**config.mk**
```make
export PLATFORM = sky130hd
export DESIGN_NAME = irq_entry_ctrl
export DESIGN_NICKNAME = d
export VERILOG_FILES = /design/src/rtl/irq_entry_ctrl.sv
export SDC_FILE = /design/constraint.sdc
export NUM_CORES = 1
export LEC_CHECK = 0
export CELL_PAD_IN_SITES_DETAIL_PLACEMENT = 0
export CELL_PAD_IN_SITES_GLOBAL_PLACEMENT = 1
export CORE_MARGIN = 2
export CORE_UTILIZATION = 22
export DETAILED_ROUTE_END_ITERATION = 10
export PLACE_DENSITY = 0.75
export SKIP_LAST_GASP = 1
export SLEW_MARGIN = 20
export SYNTH_ARGS = -nofsm -noshare
export SYNTH_HDL_FRONTEND = slang
export SYNTH_SLANG_ARGS = --single-unit
```
**constraint.sdc**
```tcl
create_clock -name clk -period 1.65 [get_ports clk]
set_clock_uncertainty 0.1 [all_clocks]
set_input_delay 0.2475 -clock clk [delete_from_list [all_inputs] [get_ports clk]]
set_output_delay 0.2475 -clock clk [all_outputs]
set_load 0.01 [all_outputs]
```
**src/rtl/irq_entry_ctrl.sv**
```systemverilog
// Interrupt entry controller: latches IRQ rising edges, drains the pipeline, then strobes a vectored entry.
// Optional build macro IRQ_ENTRY_MASK_REG_EN adds a software-writable IRQ mask register.
module irq_entry_ctrl #(
   parameter int          IRQ_NUM      = 8,
   parameter logic [31:0] VECTOR_BASE  = 32'h0000_0100,
   parameter int          VECTOR_SHIFT = 2,
   parameter int          IE_BIT       = 0
) (
   input  logic               clk,
   input  logic               all_rst,
   input  logic [IRQ_NUM-1:0] irq_in,
   input  logic [31:0]        sys,
   input  logic [31:0]        resume_pc,
   input  logic               pipe_empty,
`ifdef IRQ_ENTRY_MASK_REG_EN
   input  logic               mask_wr,
   input  logic [IRQ_NUM-1:0] mask_wdata,
`endif
   output logic               pipe_drain_req,
   output logic               interrupt_ask,
   output logic [31:0]        interrupt_pc,
   output logic [31:0]        interrupt_ipc,
   output logic [7:0]         interrupt_num,
   output logic [IRQ_NUM-1:0] irq_pending,
   output logic               busy
);

   typedef enum logic [1:0] {
      ST_IDLE,
      ST_DRAIN,
      ST_ENTER,
      ST_SETTLE
   } state_t;

   state_t              r_state;
   state_t              w_state_nxt;
   logic [IRQ_NUM-1:0]  r_irq_prev;
   logic [IRQ_NUM-1:0]  r_pending;
   logic [IRQ_NUM-1:0]  w_rise;
   logic [IRQ_NUM-1:0]  w_mask;
   logic [IRQ_NUM-1:0]  w_req;
   logic [IRQ_NUM-1:0]  w_clr;
   logic [7:0]          w_pick;
   logic [7:0]          r_sel;
   logic [7:0]          w_sel_nxt;
   logic                r_drain;
   logic                w_drain_nxt;
   logic                r_ask;
   logic                w_ask_nxt;
   logic [31:0]         r_pc;
   logic [31:0]         w_pc_nxt;
   logic [31:0]         r_ipc;
   logic [31:0]         w_ipc_nxt;
   logic [7:0]          r_num;
   logic [7:0]          w_num_nxt;
   logic [31:0]         w_vector;
   logic                w_ie;
   logic                w_unused;

`ifdef IRQ_ENTRY_MASK_REG_EN
   logic [IRQ_NUM-1:0]  r_mask;

   always_ff @(posedge clk) begin
      if (all_rst) begin
         r_mask <= '1;
      end else if (mask_wr) begin
         r_mask <= mask_wdata;
      end
   end

   assign w_mask = r_mask;
`else
   assign w_mask = '1;
`endif

   assign w_ie     = sys[IE_BIT];
   assign w_rise   = irq_in & ~r_irq_prev;
   assign w_req    = r_pending & w_mask;
   assign w_vector = VECTOR_BASE + ({24'd0, r_sel} << VECTOR_SHIFT);
   assign w_unused = ^sys;

   // Lowest pending-and-unmasked index wins.
   always_comb begin
      w_pick = 8'd0;
      for (int i = IRQ_NUM - 1; i >= 0; i--) begin
         if (w_req[i]) begin
            w_pick = 8'(i);
         end
      end
   end

   always_comb begin
      w_state_nxt = r_state;
      w_drain_nxt = r_drain;
      w_ask_nxt   = 1'b0;
      w_pc_nxt    = r_pc;
      w_ipc_nxt   = r_ipc;
      w_num_nxt   = r_num;
      w_sel_nxt   = r_sel;
      w_clr       = '0;
      case (r_state)
         ST_IDLE: begin
            if ((|w_req) && w_ie) begin
               w_state_nxt = ST_DRAIN;
               w_drain_nxt = 1'b1;
               w_sel_nxt   = w_pick;
            end
         end
         ST_DRAIN: begin
            // Losing IE while draining abandons the entry; pending stays for later.
            if (!w_ie) begin
               w_state_nxt = ST_IDLE;
               w_drain_nxt = 1'b0;
            end else if (pipe_empty) begin
               w_state_nxt = ST_ENTER;
               w_ask_nxt   = 1'b1;
               w_pc_nxt    = w_vector;
               w_ipc_nxt   = resume_pc;
               w_num_nxt   = r_sel;
               w_clr       = IRQ_NUM'(1) << r_sel;
            end
         end
         ST_ENTER: begin
            w_state_nxt = ST_SETTLE;
            w_drain_nxt = 1'b0;
         end
         ST_SETTLE: begin
            w_state_nxt = ST_IDLE;
         end
         default: begin
            w_state_nxt = ST_IDLE;
         end
      endcase
   end

   always_ff @(posedge clk) begin
      if (all_rst) begin
         r_state    <= ST_IDLE;
         r_irq_prev <= '0;
         r_pending  <= '0;
         r_sel      <= 8'd0;
         r_drain    <= 1'b0;
         r_ask      <= 1'b0;
         r_pc       <= 32'd0;
         r_ipc      <= 32'd0;
         r_num      <= 8'd0;
      end else begin
         r_state    <= w_state_nxt;
         r_irq_prev <= irq_in;
         // A fresh edge wins over a same-cycle service clear.
         r_pending  <= (r_pending & ~w_clr) | w_rise;
         r_sel      <= w_sel_nxt;
         r_drain    <= w_drain_nxt;
         r_ask      <= w_ask_nxt;
         r_pc       <= w_pc_nxt;
         r_ipc      <= w_ipc_nxt;
         r_num      <= w_num_nxt;
      end
   end

   assign pipe_drain_req = r_drain;
   assign interrupt_ask  = r_ask;
   assign interrupt_pc   = r_pc;
   assign interrupt_ipc  = r_ipc;
   assign interrupt_num  = r_num;
   assign irq_pending    = r_pending;
   assign busy           = (r_state != ST_IDLE);

endmodule

```
-- Yosys cells after proc, flatten, opt, wreduce, memory -nomap -nowiden
Index checks and enable logic that the tools add are counted.
- register bits: 100
- input port bits: 75
- logic and storage cells: 53
- add/subtract/negate cells: 1
- equality and inequality tests: 6
- shifts and indexed selects: 1
- multiplexer cells: 19
- bitwise operators: 7
- reduce and logical (&&, ||, !) cells: 10
- operators by type and width (cell ; count):
    8-bit 2-to-1 mux ; 8
    8-bit AND ; 2
    8-bit inverter ; 2
    9-bit by 10-bit adder with 11-bit output, first input constant ; 1
    3-bit 2-to-1 mux ; 3
    8-bit bitwise OR ; 1
    2-bit one-hot mux with 4 select lines ; 1
    8-bit OR reduction ; 1
    1-bit by 8-bit left shift with 8-bit output, first input constant ; 1
    2-bit 2-to-1 mux ; 3
    3-bit AND reduction ; 2
    2-bit equality test, second input constant ; 2
    2-bit != test, second input constant ; 2
    2-bit AND reduction ; 2
    1-bit 2-to-1 mux ; 3
    3-bit != test, second input constant ; 1
    1-bit one-hot mux with 3 select lines ; 1
    3-bit nonzero test ; 1
    3-bit OR reduction ; 1
    2-bit by 1-bit equality test with 1-bit output, second input constant ; 1
    2-bit logical NOT ; 1
    1-bit inverter ; 2
    2-bit nonzero test ; 1
    1-bit logical AND ; 1

-- Logic depth before layout (Yosys ltp)
Gate-level depths: netlist of the first run.
- depth in word-level cells: 8
- gate-level depth with buffers: 7
- gate-level depth less buffers: 6

-- Worst setup path before layout of the first run
No wires, ideal clock.
- path type: register -> register
- from: register r_pending[6] (netlist: irq_pending[6])
- to: register (tool-made name)
- data arrival time: 1.552 ns
- setup slack: -0.060 ns
- cell stages (with the launch flop): 5
- buffers on the path: 0
- cell sequence: dfxtp_1 -> or4_4 -> or3_4 -> a211oi_2 -> a31o_1
- RTL lines (element ; line ; source):
    start, declared ; 38 ; logic [IRQ_NUM-1:0] r_pending;
    start signal, assigned ; 151 ; r_pending <= (r_pending & ~w_clr) | w_rise;

==> impl_metrics.tcl, run 1 <==
set metrics [dict create \
    dr_wl_met2_mm 2.96 \
    wirelength_met1_mm 2.98 \
    dr.pass1.iters 4 \
    ios 158 \
    p_leak_nw 1.49 \
    avgSynthCellArea_sq_um 8.28 \
    end_kind "flip-flop" \
    grt_start_max_net_pins 38 \
    cap_violations 0 \
    hold_violations 0 \
    postSynth.asyncResetShare_pct 0 \
    worst_skew_pair.late_latency_ns 0.32 \
    sequentialPowerShare_pct 39.2 \
    initial_core_util_pct 22.8 \
    clock_tree.htree_level_count 3 \
    detailed_place_hpwl_mm 4.54 \
    finalWorstSetupSlack_ns -0.0780 \
    post-layout-total-power_mw 3.96 \
    nets 489 \
    detail_route.vias_per_cell 4.07 \
    slowest_delay_ns 0.56 \
    p_int_mw 2.94 \
    timing.critical_path.arrival_ns 1.89 \
    die_width_um 110 \
    std_cell_rows 38 \
    vias_in_the_first_global_route 2166 \
    area.growth.synth_to_final_pct 55.6 \
    cts_inserted_buffers 9 \
    synth_top_flop_cell "dfxtp_1" \
    status "complete, but fails checks" \
    netlist_top_cells_area "dfxtp_1 47%, nand2_1 11%, buf_4 11%" \
    fmax_ghz 0.579 \
    period_minus_slack_ns 1.73 \
    clock_sink_count 59 \
    post-synth-top-area-cell "dfxtp_1" \
    core_region_area_sq_um 10900 \
    clock_tree.buffer_depth 2 \
    post-synth-top-area-fraction_pct 47.4 \
    netlist_instances 301 \
    crit_slowest_cell "or4_4" \
    detailed_route_wirelength_on_metal3_um 453 \
    comb_power_share_pct 16.2 \
    setup_violations 5 \
    ir_drop_uv 399 \
    port-buffer-count 93 \
    finish.utilization_pct 35.5 \
    path_cells "or4_4 > or3_4 > a211oi_2 > a31o_1" \
    pwr-share-clk_pct 44.6 \
    yosys.cell_count.top_type "nand2_1" \
    grt_util_all_layers_pct 10.5 \
    worstHoldPathType "primary input to flip-flop" \
    antennaDiodeCount 0 \
    ys_seq_elements 59 \
    timing_worst_setup_path_type "flip-flop to flip-flop" \
    detail_route.iter0.violations 82 \
    failed_checks "negative setup slack" \
    cts_hold_repair.buffers 0 \
    p_sw_mw 1.01 \
    clockRootBuffer "clkbuf_16" \
    wl_per_cell_um 11.6 \
    critical_path_required_ns 1.81 \
    fin_tns_setup_ns -0.166 \
    wire_length_of_the_first_global_routing_pass_mm 10.5 \
    grt_overflow 0 \
    seq_area_frac_synth_pct 47.4 \
    clkTransAtPathRegs_ns 0.05 \
    antenna_found_initial 0 \
    worst-path-max-fanout 4 \
    setup_repair_after_global_routing_missed_its_margin "true" \
    switching_portion_of_total_power_pct 25.6 \
    clock_tree_from_tritoncts "yes" \
    finalWeightedCongestion 0.818 \
    post-route-drc-count 0 \
    synth_edf_count 0 \
    synth.distinct_cells 31 \
    final_max_slew_viol_count 0 \
    p_per_area_nw_per_um2 1020 \
    floorplan.die_area_sq_um 12200 \
    post_route_cells_drive_above_1_share_pct 13.8 \
    via_count_of_the_routed_design 2257 \
    total_wire_length_mm 6.45 \
    topRoutingLayerUsed "met4" \
    critPathLaunchType "flip-flop" \
    num-fill-cells 1182 \
    mappedNetlistArea_sq_um 2490 \
    antenna_left 0 \
    die_y_um 110 \
    synth_warnings 0 \
    post-route-period-util_pct 105 \
    leading_post_synthesis_cells_by_instance_count "75 x nand2_1, 59 x dfxtp_1, 46 x a21oi_1" \
]
-- logic make-up (layout without fill, tap and decap cells) --
logic type	count (synthesis)	in the layout	share of synthesized area (%)
adders and majority gates	5	5	2.51
DFF	59	59	47.4
and+or+nand+nor	113	113	20.6
other	1	33	0.150
buffers and inverters	55	136	13.7
AOI/OAI and AO/OA	67	67	15.2
muxes	1	1	0.452
-- power by group through the flow --
stage	Sequential, mW	Combinational (mW)	Clock (mW)
2_1_floorplan	1.61	0.321	0
3_3_place_gp	1.58	0.640	0
4_1_cts	1.55	0.640	1.83
3_5_place_dp	1.58	0.646	0
6_report	1.55	0.640	1.77
5_1_grt	1.56	0.705	1.89
-- placed cells by master, fill, tap and decap left out, types with 2 or more instances in the layout --
master / n
a21oi_1: 44
a21oi_2: 2
a311oi_1: 2
a31oi_1: 2
buf_4: 21
clkbuf_16: 9
clkbuf_8: 2
clkdlybuf4s50_1: 83
clkinvlp_4: 3
conb_1: 33
dfxtp_1: 56
dfxtp_2: 3
dlygate4sd2_1: 8
ha_1: 3
ha_2: 2
inv_1: 3
nand2_1: 73
nand2_2: 2
nand2b_1: 12
nor2_1: 9
nor2b_1: 9
o21ai_0: 8
o31ai_1: 2
or4_4: 2
-- final timing paths --
| kind | from | to | slack (ns) | depth (start not counted) |
|---|---|---|---|---|
| worst min-delay path | all_rst | r_state[0]$_SDFFE_PP0P_ | 0.08 | 2 |
| worst max-delay path | irq_pending[0]$_SDFF_PP0_ | flip-flop | -0.08 | 4 |
| worst min register to register | interrupt_ipc[12]$_SDFFE_PP0P_ | interrupt_ipc[12]$_SDFFE_PP0P_ | 0.35 | 2 |
| worst max register to register | irq_pending[0]$_SDFF_PP0_ | flip-flop | -0.08 | 4 |
-- registers in the layout, summed over array words and instances, names as in the netlist, named ones only --
register        cells
interrupt_ipc      32
irq_pending         8
r_irq_prev          8
r_sel               3
interrupt_num       2
interrupt_pc        2
interrupt_ask       1
pipe_drain_req      1
r_state             1
-- area by class of cell --
| cell class | instances | area (sq um) | share of cell area [%] |
|---|---|---|---|
| Sequential cell | 59 | 1180 | 30.5 |
| Timing Repair Buffer | 116 | 1100 | 28.5 |
| Clock buffer | 11 | 253 | 6.51 |
| Tap cell | 140 | 175 | 4.51 |
| Inverter | 4 | 15.0 | 0.387 |
| Multi-Input combinational cell | 219 | 1110 | 28.7 |
| Clock inverter | 5 | 36.3 | 0.935 |
-- worst max-delay path: cells and delay by family, from the launching register on --
kind / cells / cell delay (ns)
simple gates: 2 / 0.96
flops: 1 / 0.31
compound gates: 2 / 0.31
-- what timing repair did --
| item | 4_1_cts | 5_1_grt |
|---|---|---|
| buffers inserted | 0 | 0 |
| resized for setup | 14 | 7 |
| gates cloned | 0 | 0 |
| pin swaps | 1 | 4 |
| endpoints found under the hold margin | 0 | 0 |
| endpoints found under the setup margin | 46 | 42 |
-- layer usage --
metal / GRT usage [%] / vias up
met5: 0 / -
met4: 3.75 / 0
met3: 4.12 / 6
met2: 16.5 / 87
met1: 13.0 / 1026
li1: - / 1138
-- metrics by stage --
| stage | setup slack, ns | hold WS, ns | std cells | cell area (sq um) |
|---|---|---|---|---|
| floorplan | -0.0399 | 0.276 | 333 | 2620 |
| global placement | -0.243 | 0.342 | 538 | 3570 |
| detailed placement | -0.256 | 0.348 | 538 | 3570 |
| CTS | -0.0737 | 0.0717 | 554 | 3860 |
| global route | -0.128 | 0.0943 | 554 | 3880 |
| finish | -0.0780 | 0.0780 | 554 | 3880 |
Note: power is estimated with default switching activity, not from simulation.
==> inputs of run 2 (changes only) <==
CTS_CLUSTER_SIZE = 12   (was not set)
GPL_TIMING_DRIVEN = 0   (was not set)
==> run 2 against run 1 <==
  * The flow still finishes with violations (negative setup slack)
  * Die area did not move
  * Sequential share of layout area fell by 1.7 points
  * Combinational power rose by 4.5%
  * Critical path depth did not move
  * Worst hold slack improved by 0.20 ns
  * Final area rose by 7.1%
  * Total power rose by 7.5%
  * Clock power rose by 14%
  * Routed wire length rose by 4.9%
  * Core utilization rose by 2.5 points
  * Sequential cell count did not move
  * Largest cell class is now buffers
==> impl_metrics.tcl, run 2 (synthesized netlist as in run 1, its figures left out) <==
set metrics [dict create \
    mostFrequentLayoutCell "clkdlybuf4s50_1" \
    period_minus_slack_ns 1.75 \
    clock_tree.buffer_depth 2 \
    cpLargestDelayFamily "simple AND/OR/NAND/NOR gates" \
    nets 519 \
    clock_tree.htree_level_count 3 \
    clock_sink_count 59 \
    layout.cells.most_common_list "83 x clkdlybuf4s50_1, 74 x nand2_1, 48 x dfxtp_1" \
    cts_hold_repair.buffers 0 \
    crit_slowest_cell "or4_4" \
    vias_in_the_first_global_route 2260 \
    timing_worst_setup_path_type "flip-flop to flip-flop" \
    clockRootBuffer "clkbuf_16" \
    post-route-period-util_pct 106 \
    std_cell_rows 38 \
    worst-path-max-fanout 4 \
    detail_route.vias_per_cell 4.00 \
    timing.critical_path.buf_inv 0 \
    wl_per_cell_um 11.6 \
    largest_register_ff_count 32 \
    critPathLaunchType "flip-flop" \
    area.growth.synth_to_final_pct 66.6 \
    antennaDiodeCount 0 \
    worst_skew_pair.late_latency_ns 0.32 \
    end_kind "flip-flop" \
    finalWorstSetupSlack_ns -0.104 \
    path_cells "or4_4 > or3_4 > a211oi_2 > a31o_1" \
    clock_tree_from_tritoncts "yes" \
    timing.critical_path.arrival_ns 1.92 \
    p_leak_nw 1.72 \
    post_route_cells_drive_above_1_share_pct 19.8 \
    die_width_um 110 \
    p_per_area_nw_per_um2 1020 \
    detailed_place_hpwl_mm 4.96 \
    status "complete, but fails checks" \
    initial_core_util_pct 22.8 \
    antenna_left 0 \
    fin_hold_ws_ns 0.281 \
    worstHoldPathType "primary input to flip-flop" \
    failed_checks "negative setup slack" \
    via_count_of_the_routed_design 2338 \
    grt_start_max_net_pins 11 \
    dr.pass1.iters 4 \
    grt_overflow 0 \
    slowest_delay_ns 0.56 \
    setup_violations 4 \
    pre_cts_ws_ns -0.403 \
    core_region_area_sq_um 10900 \
    port-buffer-count 91 \
    antenna_found_initial 0 \
    cap_violations 0 \
    grt_util_all_layers_pct 11.2 \
    final_max_slew_viol_count 0 \
    fin_tns_setup_ns -0.246 \
    post-route-drc-count 0 \
    finalWeightedCongestion 0.752 \
    floorplan.die_area_sq_um 12200 \
    detail_route.iter0.violations 125 \
    ios 158 \
    num-fill-cells 1114 \
    die_y_um 110 \
    fmax_ghz 0.570 \
    cts_inserted_buffers 9 \
    slew_at_the_pin_closest_to_its_max_slew_limit_ns 0.561 \
    total_wire_length_mm 6.76 \
    worst_slew_margin_rel_pct 62.6 \
    clkTransAtPathRegs_ns 0.05 \
    wire_length_of_the_first_global_routing_pass_mm 11.1 \
    hold_violations 0 \
    setup_repair_after_global_routing_missed_its_margin "true" \
    ir_drop_uv 535 \
    critical_path_required_ns 1.81 \
]
run 2: cell count changes in the layout (fill, tap and decap cells not counted), moves of 5 or more:
cell	delta
dlymetal6s2s_1	+5
dfxtp_2	+6
clkbuf_1	+9
dfxtp_1	-8
dlygate4sd2_1	-6
buf_4	+21
run 2: final cells by class:
type	count	area [sq um]	share of cell area, %
plain buffers	51	352	8.46
clock buffers	12	256	6.17
clock inverters	4	72.6	1.75
inverters	4	17.5	0.422
multi-input cells	219	1140	27.3
flip-flops and latches	59	1200	28.9
well taps	140	175	4.22
repair buffers	95	946	22.8
run 2: metrics by stage:
step | instance area (sq um) | util [%] | total power, mW | cells
finish | 4160 | 38.0 | 4.25 | 584
global route | 4160 | 38.0 | 4.46 | 584
CTS | 4110 | 37.6 | 4.30 | 583
detailed placement | 3700 | 33.9 | 2.22 | 564
global placement | 3700 | 33.9 | 2.22 | 564
floorplan | 2620 | - | 1.93 | 333
run 2: what timing repair did:
action,in CTS,in global routing
gates resized for setup,30,14
endpoints found under the setup margin,53,50
setup buffers,3,1
pin swaps,4,3
run 2: layer usage:
metal,GRT usage [%],vias to the layer above,routed length (um)
li1,-,1200,-
met1,13.8,1022,3120
met2,17.6,104,2960
met3,4.01,12,545
met4,4.83,0,130
met5,0,-,0
run 2: path summary, 6_finish.rpt:
check,to,from,cells after the start,slack (ns)
max,flip-flop,irq_pending[5]$_SDFF_PP0_,4,-0.10
min reg2reg,interrupt_ipc[25]$_SDFFE_PP0P_,interrupt_ipc[25]$_SDFFE_PP0P_,2,0.35
max reg2reg,flip-flop,irq_pending[5]$_SDFF_PP0_,4,-0.10
min,pipe_drain_req$_SDFFE_PP0P_,all_rst,3,0.28
run 2: worst register-to-register path, cell delays in order, from the launching register on:
cell      delay (ns)
dfxtp_4         0.34
or4_4           0.56
or3_4           0.37
a211oi_2        0.20
a31o_1          0.13
run 2: power by group:
group / internal [mW] / switching [mW]
Combinational: 0.369 / 0.299
Clock: 1.40 / 0.619
Sequential: 1.51 / 0.0596
==> inputs of run 3 (changes only) <==
CORE_UTILIZATION = 25   (was 22)
HOLD_SLACK_MARGIN = 0.06   (was not set)
PLACE_DENSITY = 0.8   (was 0.75)
RECOVER_POWER = 25   (was not set)
clock period = 1.63 ns   (was 1.65 ns; I/O delays follow)
==> run 3 against run 2 <==
  * Routed wire length down 4.0%
  * Critical path depth is the same
  * Sequential share of layout area rose by 1.2 points
  * Sequential cell count did not move
  * Non-clock buffer count rose by 2
  * The flow still finishes with violations (negative setup slack)
  * Critical path type unchanged
  * First-iteration DRC count is 62% lower
  * Clock power fell by 37%
  * Global-route usage increased by 0.92 points
  * Combinational power increased by 1%
==> impl_metrics.tcl, run 3 (synthesized netlist as in run 1, its figures left out) <==
set metrics [dict create \
    critical_path_required_ns 1.80 \
    layout.cells.most_common_list "77 x clkdlybuf4s50_1, 74 x nand2_1, 52 x dfxtp_1" \
    p_int_mw 2.63 \
    critPathLaunchType "flip-flop" \
    timing.critical_path.buf_inv 0 \
    via_count_of_the_routed_design 2301 \
    crit_slowest_cell "or4_4" \
    detail_route.iter0.violations 48 \
    antenna_left 0 \
    wire_length_of_the_first_global_routing_pass_mm 10.5 \
    ios 158 \
    detailed_place.area_sq_um 3690 \
    clock_tree.buffer_depth 2 \
    port-buffer-count 91 \
    nets 521 \
    comb_power_share_pct 19.2 \
    wl_per_cell_um 11.3 \
    num-fill-cells 1042 \
    design_area_sq_um 3990 \
    finalWorstSetupSlack_ns -0.111 \
    pwr-share-clk_pct 35.9 \
    timing.critical_path.depth 4 \
    cpLargestDelayFamily "simple AND/OR/NAND/NOR gates" \
    cap_violations 0 \
    clockRootBuffer "clkbuf_8" \
    core_region_area_sq_um 9730 \
    detailed_place_hpwl_mm 4.70 \
    antenna_found_initial 0 \
    die_y_um 104 \
    r2r-start "irq_pending[7]$_SDFF_PP0_" \
    detail_route.vias_per_cell 3.99 \
    timing.critical_path.arrival_ns 1.92 \
    cts_inserted_buffers 9 \
    area.growth.synth_to_final_pct 59.8 \
    vias_in_the_first_global_route 2156 \
    floorplan.die_area_sq_um 10800 \
    hold_violations 0 \
    timing_worst_setup_path_type "flip-flop to flip-flop" \
    end_kind "flip-flop" \
    ir_drop_uv 434 \
    switching_portion_of_total_power_pct 25.6 \
    failed_checks "negative setup slack" \
    post-route-period-util_pct 107 \
    worst-path-max-fanout 5 \
    p_leak_nw 1.60 \
    fmax_ghz 0.574 \
    post_route_cells_drive_above_1_share_pct 18.9 \
    worst_reg_to_reg_setup_slack_ns -0.11 \
    std_cell_rows 36 \
    status "complete, but fails checks" \
    setup_repair_after_global_routing_missed_its_margin "true" \
    beginning_of_the_critical_path "irq_pending[7]$_SDFF_PP0_" \
    worst_skew_pair.late_latency_ns 0.33 \
    sequentialPowerShare_pct 44.9 \
    path_cells "or4_4 > or3_4 > a211oi_2 > a31o_1" \
    p_sw_mw 0.902 \
    p_per_area_nw_per_um2 885 \
    antennaDiodeCount 0 \
    clkTransAtPathRegs_ns 0.07 \
    post-route-drc-count 0 \
    clock_sink_count 59 \
    slowest_delay_ns 0.57 \
    mostFrequentLayoutCell "clkdlybuf4s50_1" \
    initial_core_util_pct 25.6 \
    clock_tree_from_tritoncts "yes" \
    largest_register_ff_count 32 \
    total_wire_length_mm 6.49 \
    worst_slew_margin_rel_pct 65.7 \
    grt_util_all_layers_pct 12.1 \
    slew_at_the_pin_closest_to_its_max_slew_limit_ns 0.514 \
    grt_start_max_net_pins 11 \
    final_max_slew_viol_count 0 \
    cts_hold_repair.buffers 0 \
    dr.pass1.iters 4 \
    period_minus_slack_ns 1.74 \
    finalWeightedCongestion 0.747 \
    setup_violations 6 \
    worstHoldPathType "primary input to flip-flop" \
    die_width_um 104 \
    fin_tns_setup_ns -0.365 \
    clock_tree.htree_level_count 3 \
    grt_overflow 0 \
    ff2ff_path_depth 4 \
]
[run 3: cell count changes in the layout (fill, tap and decap cells not counted), sizes merged, moves of 2 or more]
cell           before  now
buf                44   46
dlygate4sd2         2    8
clkdlybuf4s50      83   77
clkdlybuf4s25       0    4
dlymetal6s2s        5    0
[run 3: layout make-up]
class                           instances  area [sq um]  area share (%)
Buffer                                 51           349            8.76
Clock buffer                           11           141            3.55
Clock inverter                          3          40.0            1.00
Inverter                                4          17.5           0.440
Multi-Input combinational cell        219          1130            28.4
Sequential cell                        59          1200            30.0
Tap cell                              133           166            4.18
Timing Repair Buffer                   97           940            23.6
[run 3: how the worst min path moves through the flow]
stage          cells past startpoint  slack [ns]                           start                        endpoint
2_1_floorplan                      1        0.27                       irq_in[0]        r_irq_prev[0]$_SDFF_PP0_
3_3_place_gp                       2        0.34  interrupt_ipc[28]$_SDFFE_PP0P_  interrupt_ipc[28]$_SDFFE_PP0P_
3_5_place_dp                       2        0.35  interrupt_ipc[21]$_SDFFE_PP0P_  interrupt_ipc[21]$_SDFFE_PP0P_
6_report                           3        0.26                         all_rst     pipe_drain_req$_SDFFE_PP0P_
5_1_grt                            3        0.28                         all_rst     pipe_drain_req$_SDFFE_PP0P_
4_1_cts                            3        0.25                         all_rst     pipe_drain_req$_SDFFE_PP0P_
[run 3: tightest hold or removal path: cells and delay by family]
kind	cells	cell delay (ns)
AND/OR/NAND/NOR	1	0.12
multiplexers	1	0.14
buffers and inverters	1	0.16
[run 3: timing repair]
action                                  4_1_cts  5_1_grt
setup buffers                                 5        1
endpoints found under the setup margin       56       50
pin swaps                                     1        1
resized for setup                            34       20
gates cloned                                  0        0
[run 3: metrics by stage]
stage / utilization (%) / cells / hold slack [ns] / setup WS (ns) / total power [mW]
4_1_cts: 40.7 / 576 / 0.252 / -0.102 / 3.57
6_report: 41.0 / 577 / 0.265 / -0.111 / 3.53
2_1_floorplan: - / 333 / 0.273 / -0.0599 / 1.95
5_1_grt: 41.0 / 577 / 0.277 / -0.156 / 3.73
3_3_place_gp: 38.0 / 557 / 0.341 / -0.334 / 2.24
3_5_place_dp: 38.0 / 557 / 0.347 / -0.355 / 2.25
[run 3: routing by layer]
| layer | global-route usage, % | up-vias | wire, um |
|---|---|---|---|
| met4 | 4.15 | 0 | 89 |
| li1 | - | 1195 | - |
| met1 | 14.5 | 1003 | 2990 |
| met2 | 19.5 | 91 | 2890 |
| met3 | 5.14 | 12 | 530 |
| met5 | 0 | - | 0 |
[run 3: power by group through the flow]
stage                     Sequential, mW  Clock (mW)  Combinational (mW)
after floorplan                     1.63           0               0.325
after global placement              1.61           0               0.628
after detailed placement            1.61           0               0.635
after CTS                           1.58        1.32               0.667
after global routing                1.60        1.39               0.740
final                               1.58        1.27               0.676
==> edit 1, RTL diff (config.mk and constraints of run 3) <==
Add a define of `IRQ_ENTRY_MASK_REG_EN`.
--- a/src/rtl/irq_entry_ctrl.sv
+++ b/src/rtl/irq_entry_ctrl.sv
@@ -1,5 +1,7 @@
 // Interrupt entry controller: latches IRQ rising edges, drains the pipeline, then strobes a vectored entry.
 // Optional build macro IRQ_ENTRY_MASK_REG_EN adds a software-writable IRQ mask register.
+`define IRQ_ENTRY_MASK_REG_EN
+
 module irq_entry_ctrl #(
    parameter int          IRQ_NUM      = 8,
    parameter logic [31:0] VECTOR_BASE  = 32'h0000_0100,
Interface: changed (added mask_wdata and mask_wr); port bits go from 158 to 167. No check against the original RTL was run, so the function may have changed too.
==> edit 1 against run 3 <==
  * Routed wire length increased by 18%
  * Synthesized area increased by 14%
  * Power is 42% higher
  * Setup slack better by 0.14 ns
  * Non-clock buffer count increased by 7
  * Cell count up 7.6%
  * Highest routed layer unchanged
  * Largest power group is now the clock network
  * Largest cell class unchanged
  * First-iteration DRC count grew to 3.8 times the old value
  * Sequential cell count up 8
  * Design area increased by 15%
  * Via count up 14%
==> edit 1: results (changes against run 3) <==
metric,value,unit,change
period_share,98.0,%,-8.8 points
final-clk-cell-share,7.47,%,+2.9 points
final_cell_count_no_fill,621,,+7.6%
synth_common_cells,"77 x nand2_1, 67 x dfxtp_1, 46 x a21oi_1, 36 x buf_4, 17 x nor2b_1",,
buffers,155,,+4.7%
cp_max_fo,4,,-1
power_frac_seq,37.4,%,-7.5 points
leakagePower,1.86,nW,+16%
r2r-start,r_state[0],,
syn_avg_cell_area,8.64,µm²,+4.3%
drtIter0Drc,182,,+280%
nClkBuffers,9,,-2
place_inst,603,,+8.3%
crit_start,irq_pending[4],,
multi_input_cells,239,,+9.1%
grt_max_degree,13,,+2
grt_pass1_wl,12.7,mm,+21%
multi_input_area_share,29.0,%,+0.59 points
nets,565,,+8.4%
cts-root-buf,clkbuf_16,,
cts.htree.levels,3,,unchanged
status,"complete, no violations",,
max_stage_delay,0.55,ns,-0.02 ns
grt_pass1_vias,2619,,+21%
port-buffer-count,101,,+11%
synthToLayoutAreaGrowth,60.4,%,
power.total,5.01,mW,+42%
critPathTopFamily,buffers and inverters,,
regToRegSetupSlack,0.06,ns,+0.17 ns
place_hpwl,5.90,mm,+26%
switchingPower,1.25,mW,+38%
layout.nonclk_buf_share,29.8,%,-2.5 points
postSynthCellCount,330,,+9.6%
n_fill_cell,1120,,+7.5%
ff2ff_path_depth,6,,+2
ys_seq_area_share,47.1,%,-0.31 points
regArea,0.00135,mm²,+13%
place.gp.congestion,0.765,,+2.5%
grt_antenna_before_repair,0,,unchanged
p_comb_share,18.7,%,-0.5 points
synth.distinct_cells,34,,+9.7%
synthTopCellsByArea,"dfxtp_1 47%, nand2_1 10%, buf_4 9.5%",,
vias_per_cell,4.24,,+6.3%
slowest_stage,clkdlybuf4s50_1,,
ir_worst_vdd,0.502,mV,+16%
post-cts-setup-buffers,0,,-5
cp.arrival,1.25,ns,-0.67 ns
-- edit 1: cell types whose count changed after synthesis, sizes merged, moves of 2 or more --
cell / run 3 / this run
dfxtp: 59 / 67
nor2b: 9 / 17
a211o: 1 / 8
a22oi: 0 / 4
a311oi: 2 / 0
a32o: 0 / 2
buf: 40 / 42
nand2: 75 / 77
o21ai: 9 / 7
or4: 2 / 0
-- edit 1: cell families (layout without fill, tap and decap cells) --
family / after synthesis / count (layout) / share of synthesized area (%)
AND/OR/NAND/NOR: 120 / 120 / 19.0
buffers and inverters: 56 / 175 / 12.4
AO/OA/AOI/OAI: 78 / 78 / 18.0
adder cells (fa/ha/maj): 5 / 5 / 2.19
flip-flops: 67 / 67 / 47.1
multiplexers: 3 / 3 / 1.27
other: 1 / 33 / 0.132
-- edit 1: metal layers --
metal  part of all wire (%)  GRT usage (%)
met3                    5.3           2.90
met1                     44           15.5
met5                      0              0
met4                    3.2           7.58
met2                     47           21.2
==> edit 2, RTL diff (settings of run 3) <==
Made on the original files. Encoding of `state_t`: now one-hot (4 bits for 4 states).
--- a/src/rtl/irq_entry_ctrl.sv
+++ b/src/rtl/irq_entry_ctrl.sv
@@ -25,11 +25,11 @@
    output logic               busy
 );
 
-   typedef enum logic [1:0] {
-      ST_IDLE,
-      ST_DRAIN,
-      ST_ENTER,
-      ST_SETTLE
+   typedef enum logic [3:0] {
+      ST_IDLE   = 4'b0001,
+      ST_DRAIN  = 4'b0010,
+      ST_ENTER  = 4'b0100,
+      ST_SETTLE = 4'b1000
    } state_t;
 
    state_t              r_state;
Check against the original RTL: same outputs for any inputs over 10 cycles, from zero or initial values and one cycle with all_rst high; not proved beyond that.
==> edit 2 against run 3 <==
  * Sequential cell count is 2 higher
  * Setup slack better by 0.12 ns
  * Maximum frequency rose by 7.7%
  * Cell count unchanged
  * Combinational power is 28% lower
  * First-iteration DRC count rose to 2.6 times the old value
  * Synthesized area up 1.2%
  * Power down 2.2%
  * Sequential share of layout area grew 0.92 points
  * Routed wire length rose by 4.2%
  * Design area increased by 1.1%
==> edit 2: results (changes against run 3) <==
metric,value,unit,change
synthFlopType,dfxtp_1,,
synth_common_cells,"73 x nand2_1, 61 x dfxtp_1, 48 x a21oi_1, 37 x buf_4, 12 x nand2b_1",,
multi_input_area_share,27.5,%,-0.90 points
ys_seq_area_share,48.4,%,+1.0 points
layout.nonclk_buf_share,32.2,%,-0.10 points
wl,6.76,mm,+4.2%
synth.distinct_cells,35,,+13%
port-buffer-count,92,,+1.1%
cts_buffer_depth,2,,unchanged
tightest_slew,0.579,ns,+0.0654 ns
cp.arrival,1.72,ns,-0.20 ns
power.internal,2.59,mW,-1.3%
hold_start,all_rst,,
grt_max_degree,11,,unchanged
cts.htree.levels,3,,unchanged
nClkBuffers,11,,unchanged
status,"complete, no violations",,
nets,515,,-1.2%
ir_worst_vdd,0.404,mV,-7.0%
grt_usage,12.7,%,+0.55 points
leakagePower,1.57,nW,-2.1%
power_density,856,mW/mm²,-3.3%
drive_gt1_share,19.1,%,+0.23 points
ff2ff_path_depth,4,,unchanged
crit_start,irq_pending[1],,
grt_pass1_wl,11.1,mm,+5.9%
final-clk-cell-share,4.94,%,+0.39 points
synthTopCellsByArea,"dfxtp_1 48%, buf_4 11%, nand2_1 11%",,
drtIter0Drc,124,,+160%
n_fill_cell,990,,-5.0%
clkTransAtPathRegs,0.07,ns,about the same
grt_pass1_vias,2299,,+6.6%
vias,2365,,+2.8%
place_hpwl,4.97,mm,+5.7%
n_all_inverters,2,,-2
clk_latency,0.33,ns,about the same
placed_cell_area,0.00373,mm²,+1.0%
regArea,0.00125,mm²,+4.2%
place_inst,558,,+0.18%
clkPwrFrac,39.7,%,+3.8 points
min_path_cells,2,,-1
fin_area,0.00403,mm²,+1.1%
cp_max_fo,5,,unchanged
buffers,147,,-0.68%
seq-power,1.59,mW,
critPathTopFamily,simple AND/OR/NAND/NOR gates,,
dp_slack,-0.515,ns,-0.161 ns
cts_made_buffers,9,,unchanged
place.gp.congestion,0.786,,+5.3%
routedWlPerCell,11.7,µm,+4.2%
syn_avg_cell_area,8.38,µm²,+1.2%
slowest_stage,or4_4,,
cts-root-buf,clkbuf_8,,
die_w,104,µm,+0.58%
async_flop_share,0,%,unchanged
ys_ff_latch,61,,+3.4%
largest_register_ffs,32,,unchanged
max_stage_delay,0.57,ns,about the same
edit 2: timing repair:
item	4_1_cts	5_1_grt
buffers inserted	1	3
pin swaps	4	8
setup endpoints to repair	51	47
hold endpoints to repair	0	0
resized for setup	25	32
edit 2: worst paths after layout:
kind,to,slack [ns]
worst max register to register,r_sel[1],0.01
worst max-delay path,r_sel[1],0.01
worst min-delay path,r_state[0],0.26
worst min register to register,interrupt_ipc[7],0.35
edit 2: kinds of logic (layout without fill, tap and decap cells):
group,after synthesis,after routing,synth area share [%]
buf+inv,53,164,13.6
other cells,1,33,0.149
simple gates,116,116,22.0
compound gates,70,70,15.9
flops,61,61,48.4
edit 2: routing by layer:
layer  routed length [µm]  part of all wire, %  global-route usage [%]
met1                 3080                   46                    15.4
met2                 3080                   46                    20.6
met3                  571                  8.4                    5.14
met4                   28                 0.41                    3.67
met5                    0                    0                       0
